$ cat src/rtl/sr_flag_arbiter.sv
// sr_flag_arbiter: NFLAG set/reset flags written by two requesters, with a sequenced clear sweep.
// Latency: a handshake updates q on the same edge (visible next cycle); a clear sweep takes NFLAG cycles.
// Backpressure: ready is combinational; same-address collisions are serialized round-robin, and sweeps stall both requesters.
// Optional feature: define SR_ARB_CONFLICT_CNT_EN to add an 8-bit saturating conflict_cnt output.
module sr_flag_arbiter #(
  parameter int NFLAG = 8,
  parameter int AW    = 3
) (
  input  logic             clk,
  input  logic             rst,
  input  logic             a_valid,
  input  logic             a_op,
  input  logic [AW-1:0]    a_addr,
  output logic             a_ready,
  input  logic             b_valid,
  input  logic             b_op,
  input  logic [AW-1:0]    b_addr,
  output logic             b_ready,
  input  logic             clr_all,
  output logic             sweep_done,
  output logic             busy,
`ifdef SR_ARB_CONFLICT_CNT_EN
  output logic [7:0]       conflict_cnt,
`endif
  output logic [NFLAG-1:0] q
);

  typedef enum logic {IDLE = 1'b0, SWEEP = 1'b1} state_t;

  state_t            state_q, state_d;
  logic [AW-1:0]     idx_q, idx_d;
  logic              rr_q, rr_d;
  logic [NFLAG-1:0]  flags_q, flags_d;
  logic              last_idx;
  logic              collide;
  logic              coll_grant;

  assign last_idx   = (idx_q == AW'(NFLAG - 1));
  assign collide    = a_valid && b_valid && (a_addr == b_addr);
  // A collision is only resolved (and rr advanced) when one side actually got ready.
  assign coll_grant = collide && (a_ready || b_ready);
  assign q          = flags_q;

  // State register: reset drops straight to IDLE, aborting any sweep in flight.
  always_ff @(posedge clk or posedge rst) begin
    if (rst) state_q <= IDLE;
    else     state_q <= state_d;
  end

  // Next-state logic: clr_all starts a sweep, which ends after clearing the last index.
  always_comb begin
    state_d = state_q;
    case (state_q)
      IDLE:    if (clr_all)  state_d = SWEEP;
      SWEEP:   if (last_idx) state_d = IDLE;
      default: state_d = IDLE;
    endcase
  end

  // Output logic: readies are gated by rst so they fall the moment reset rises, not at an edge.
  always_comb begin
    a_ready    = 1'b0;
    b_ready    = 1'b0;
    busy       = 1'b0;
    sweep_done = 1'b0;
    if (!rst) begin
      case (state_q)
        IDLE: begin
          if (!clr_all) begin
            a_ready = a_valid;
            b_ready = b_valid;
            if (collide) begin
              a_ready = a_valid && !rr_q;
              b_ready = b_valid &&  rr_q;
            end
          end
        end
        SWEEP: begin
          busy       = 1'b1;
          sweep_done = last_idx;
        end
        default: ;
      endcase
    end
  end

  // Flag next-state: sweep clears one index per cycle, otherwise apply granted commands.
  // Granted commands never target the same flag, so the two writes cannot conflict.
  always_comb begin
    flags_d = flags_q;
    if (state_q == SWEEP) begin
      flags_d[idx_q] = 1'b0;
    end else begin
      if (a_ready) flags_d[a_addr] = a_op;
      if (b_ready) flags_d[b_addr] = b_op;
    end
  end

  // Sweep index and round-robin pointer next-state.
  always_comb begin
    idx_d = '0;
    if (state_q == SWEEP && !last_idx) idx_d = idx_q + 1'b1;
    rr_d = coll_grant ? ~rr_q : rr_q;
  end

  // Datapath registers.
  always_ff @(posedge clk or posedge rst) begin
    if (rst) begin
      flags_q <= '0;
      idx_q   <= '0;
      rr_q    <= 1'b0;
    end else begin
      flags_q <= flags_d;
      idx_q   <= idx_d;
      rr_q    <= rr_d;
    end
  end

`ifdef SR_ARB_CONFLICT_CNT_EN
  logic [7:0] cnt_q;
  assign conflict_cnt = cnt_q;

  // Count resolved collisions whose requesters wanted opposite values, saturating at 255.
  always_ff @(posedge clk or posedge rst) begin
    if (rst) begin
      cnt_q <= '0;
    end else if (coll_grant && (a_op != b_op) && (cnt_q != 8'hFF)) begin
      cnt_q <= cnt_q + 8'd1;
    end
  end
`endif

endmodule

$ cat config.mk
export PLATFORM = sky130hd
export DESIGN_NAME = sr_flag_arbiter
export DESIGN_NICKNAME = d
export VERILOG_FILES = /design/src/rtl/sr_flag_arbiter.sv
export SDC_FILE = /design/constraint.sdc
export NUM_CORES = 1
export LEC_CHECK = 0
export ABC_CLOCK_PERIOD_IN_PS = 1800
export CELL_PAD_IN_SITES_DETAIL_PLACEMENT = 0
export CELL_PAD_IN_SITES_GLOBAL_PLACEMENT = 1
export CORE_ASPECT_RATIO = 1.1
export CORE_UTILIZATION = 35
export DETAILED_ROUTE_END_ITERATION = 8
export DONT_BUFFER_PORTS = 1
export GPL_ROUTABILITY_DRIVEN = 0
export PLACE_DENSITY_LB_ADDON = 0.2
export SLEW_MARGIN = 10
export SYNTH_ARGS = -nofsm -noshare
export SYNTH_HDL_FRONTEND = slang
export SYNTH_SLANG_ARGS = --single-unit
$ cat constraint.sdc
create_clock -name clk -period 1.8 [get_ports clk]
set_input_delay 0.36 -clock clk [delete_from_list [all_inputs] [get_ports clk]]
set_output_delay 0.36 -clock clk [all_outputs]
set_load 0.005 [all_outputs]
---- Yosys cells after proc, flatten, opt, wreduce, memory -nomap -nowiden ----
Cells that the tools add are included.
word-level totals
  bits in registers ....................... 13
  input port bits ......................... 13
  output and inout bits ................... 12
  word-level logic and storage cells ...... 57
cells by class
  add/subtract/negate cells ............... 1
  magnitude comparators ................... 6
  equality and inequality tests ........... 2
  multiplexer cells ....................... 28
  bitwise operators ....................... 4
  reductions and logical operators ........ 12
operators with widths
  cell                 count
  $mux 8               4
  $mux 1               17
  $bwmux 8             2
  $lt 3x4->1 const B   3
  $demux 1 s3          3
  $ge 3x1->1 const B   3
  $logic_and 1x1->1    9
  $and 8x8->8          1
  $not 8->8            1
  $add 3x1->3 const B  1
  $eq 3x3->1           1
  $eq 3x3->1 const B   1
  $mux 3               1
  $logic_not 1->1      2
  $not 1->1            2
  $pmux 1 s2           1
  $logic_or 1x1->1     1

---- Logic depth before layout (Yosys ltp) ----
  depth after elaboration ................. 11
  gate-level depth with buffers ........... 7
  mapped depth without buffers ............ 6

---- Worst setup path after synthesis ----
No wires, ideal clock.
  path kind ............................... input port to flip-flop
  start point ............................. in b_addr[2]
  end point ............................... reg flags_q[2], in the netlist q[2]
  library setup time ...................... 0.124 ns
  arrival ................................. 1.726 ns
  data required time ...................... 1.676 ns
  setup slack ............................. -0.050 ns
  cell stages on the path ................. 7
  path buffers ............................ 1
  cell sequence ........................... buf_6 > xor2_2 > or4_4 > nand2_4 > inv_4 > and4_4 > a211o_1
between the ends
  elaborated cells on any way between the ends .. 20
  those cells by class .................... order compare: 2; eq/ne: 1; mux: 15; reduce/logical: 2
RTL lines
  item                  line  source
  from (decl)           17    input logic [AW-1:0] b_addr,
  $eq 3x3->1            39    assign collide = a_valid && b_valid && (a_addr == b_addr);
  $logic_and 1x1->1     39
  $mux 1                72    if (collide) begin
  $mux 1                69    if (!clr_all) begin
  $mux 1                67    case (state_q)
  $mux 1                66    if (!rst) begin
  net b_ready           18    output logic b_ready,
  $mux 8                95    if (b_ready) flags_d[b_addr] = b_op;
  $mux 8                91    if (state_q == SWEEP) begin
  net flags_d[2]        33    logic [NFLAG-1:0] flags_q, flags_d;
  to (signal assigned)  113   flags_q <= flags_d;
  to (decl)             33
The timed path passes the listed nets, and every way through them passes these cells. The select of a mux whose other input is x is not followed.
A chain may end at the register's enable or synchronous reset.

---- Final worst setup path ----
  start point ............................. reg rr_q
  end point ............................... out b_ready
between the ends
  word-level cells in the longest chain between the ends .. 5
RTL lines
  item                    line  source
  from (decl)             32    logic rr_q, rr_d;
  from (signal assigned)  115   rr_q <= rr_d;
  $logic_and 1x1->1       74    b_ready = b_valid && rr_q;
  $mux 1                  72
  $mux 1                  69
  $mux 1                  67
  $mux 1                  66
  to (decl)               18
No other way between the ends.

==> out/metrics.yaml <==
synth:
  ys_warn_count: 0
  avgSynthCellArea_um2: 9.10
  synthArstFlopShare_pct: 100
  synth_fp_nets: 130
  synth_edf_count: 0
  synth_cell_type_count: 46
  ys_seq_elements: 13
  synth-simple-area-share_pct: 34.2
  syn_area_um2: 1050
  synth_fa_ha_area_share_pct: 2.39
  synth_xor_area_share_pct: 4.78
  synthTopCellsByArea: "dfrtp_1 31%, mux2i_1 6.7%, nor3b_1 3.6%"
  netlist.area_leader.share_pct: 31.1
  synth_flop_cell: "dfrtp_1"
  yosysTopAreaCell: "dfrtp_1"
  ys_seq_area_share_pct: 31.1
  synth_compound_area_share_pct: 14.8
  synth_mux_area_share_pct: 8.13
  postSynthCellCount: 115
  synth_top_family_by_area: "simple AND/OR/NAND/NOR gates"
place:
  port_buffers: 0
  dpl.hpwl_um: 2180
  pre_cts_ws_ns: 0.00771
worst_setup_path:
  cp-start-kind: "register"
  slowest_stage: "or4_4"
  crit_type: "register to output port"
  critPathCaptureType: "output port"
  regToRegSetupSlack_ns: -0.03
  slowest_delay_ns: 0.50
  r2r-end: "q[2]"
  crit-reg2reg-launch: "rr_q"
  critPathBufInv: 2
  critPathTopFamily: "simple AND/OR/NAND/NOR gates"
  cp_data_required_time_ns: 1.44
  crit_fanout: 2
  path_cells: "nand2b_4 -> or4_4 -> nand2_4 -> inv_6 -> buf_6"
  reg2reg_depth: 7
  cp.arrival_ns: 1.55
drt:
  drc: 0
  vias: 960
  drt_iter0_drc: 22
  wl_per_cell_um: 16.9
  wl_um: 2800
  drtAntennaViolNets: 0
  route.detailed.vias_per_inst: 5.78
  firstDrtPassIters: 4
global_route:
  grt_max_degree: 18
  grt-ovfl-total: 0
  antenna_found_initial: 0
  grt.total_usage_pct: 19.6
  grt_pass1_vias: 945
  grt_pass1_wl_um: 4440
timing:
  setup_violations: 2
  relSlewSlack_pct: 76.2
  finalWorstSetupSlack_ns: -0.106
  fin_crit_sh_pct: 106
  skew_ns: 0.000694
  fmax_mhz: 525
  worst_slew_pin_slew_ns: 0.355
  hold_violations: 0
  slew_viol_final: 0
  post-route-min-period_ns: 1.91
  final.setup.tns_ns: -0.134
  rsz0062_at_grt: "true"
clock_tree:
  cts.sinks: 13
  cts_root_buf: "clkbuf_4"
  h-tree-depth: 1
  clk_pin_slew_worst_paths_ns: 0.09
  clockBufferDepth: 2
  clock_latency_ns: 0.28
  cts_tree: "yes"
  numCtsBuffers: 3
finish:
  layout_commonest_cell: "buf_4"
  drive_gt1_share_pct: 27.8
  layout_common_cells: "15 x buf_4, 12 x dfrtp_1, 7 x nor3_1, 7 x mux2i_1, 6 x a21oi_1"
  diodes: 0
  nets: 149
  syn_to_final_growth_pct: 22.0
job:
  drv_cap: 0
outcome:
  run_status: "finished, violations left"
  violations: "negative setup slack"
pwr:
  leakage_nw: 0.499
  ir_drop_mv: 0.814
  cellPowerDensity_nw_per_um2: 905
die:
  core_area_um2: 2800
  die_x_um: 54.1
  ioPinCount: 25
  start_util_pct: 37.3
  die_area_um2: 3210
  fp.dieH_um: 59.3
  rows: 20
min_path:
  hp-class: "primary input to asynchronous set/reset pin"
[through the flow]
step / util (%) / cell area [µm²] / hold WS (ns) / power [W] / std cells
finish: 45.5 / 1280 / 0.0303 / 0.00115 / 166
floorplan: - / 1050 / 0.256 / 0.000744 / 115
global route: 45.5 / 1280 / 0.0319 / 0.00125 / 166
CTS: 44.3 / 1240 / 0.00440 / 0.00113 / 163
detailed placement: 41.2 / 1150 / 0.308 / 0.000914 / 156
global placement: 41.2 / 1150 / 0.318 / 0.000902 / 156
[cell families (layout without fill, tap and decap cells)]
kind of cell               Yosys count  in the layout
and+or+nand+nor                     56             56
xor gates and xnor gates             4              4
adders and majority gates            2              2
DFF                                 13             13
AOI/OAI and AO/OA                   22             22
buffers and inverters               10             28
muxes                                8              8
[where the power goes]
| part | total (W) | internal [W] | switching (W) |
|---|---|---|---|
| logic | 0.000543 | 0.000257 | 0.000286 |
| registers | 0.000422 | 0.000359 | 0.0000630 |
| clock network | 0.000190 | 0.0000826 | 0.000107 |
| total | 0.00115 | 0.000699 | 0.000456 |
[synth_stat cells, types with 2 or more instances]
library cell	count
a211oi_1	2
a21oi_1	6
a31o_1	2
and3_1	3
clkbuf_1	3
dfrtp_1	13
ha_1	2
inv_1	5
mux2i_1	7
nand2_1	6
nand2b_1	4
nand3_1	5
nand4_1	3
nor2_1	5
nor3_1	7
nor3b_1	5
nor4_1	2
o211ai_1	2
o21ai_0	2
o41ai_1	2
or2_1	2
or3_1	2
xor2_2	2
[cell type report]
class	instances	area (µm²)
Clock buffer	3	22.5
Timing Repair Buffer	18	145
Clock inverter	1	5.00
Multi-Input combinational cell	92	708
Sequential cell	13	327
Tap cell	33	41.3
Fill cell	277	1530
Inverter	6	27.5
[worst max-delay path by stage]
stage	startpoint	to	cells after the start
after detailed placement	a_addr[0]	q[2]	6
final	rr_q	b_ready	5
after global placement	a_addr[0]	q[2]	6
after CTS	rr_q	b_ready	5
after floorplan	b_addr[2]	q[2]	6
after global routing	rr_q	b_ready	5
[flip-flops by register name, indices dropped and copies added, names as in the netlist]
name,cells
q,8
idx_q,3
rr_q,1
state_q,1
[worst register-to-register path: cells and delay by family, from the launching register on]
family                 cells  cell delay [ns]
and+or+nand+nor            4             0.89
AOI/OAI and AO/OA          1             0.25
buffers and inverters      2             0.18
DFF                        1             0.39
[timing repair]
item                                    4_1_cts  5_1_grt
gates resized for setup                       8        3
endpoints found under the hold margin         0        3
endpoints found under the setup margin        3       10
pin swaps                                     4        2
hold buffers                                  0        1
buffers inserted                              3        3
[metal layers]
layer	vias up	share of wire, %	GRT usage (%)
li1	469	-	-
met1	458	46	25.3
met2	29	46	31.0
met3	4	5.9	4.10
met4	0	2.2	8.79
met5	-	0	0
No activity file was read; power rests on OpenSTA's default activity.
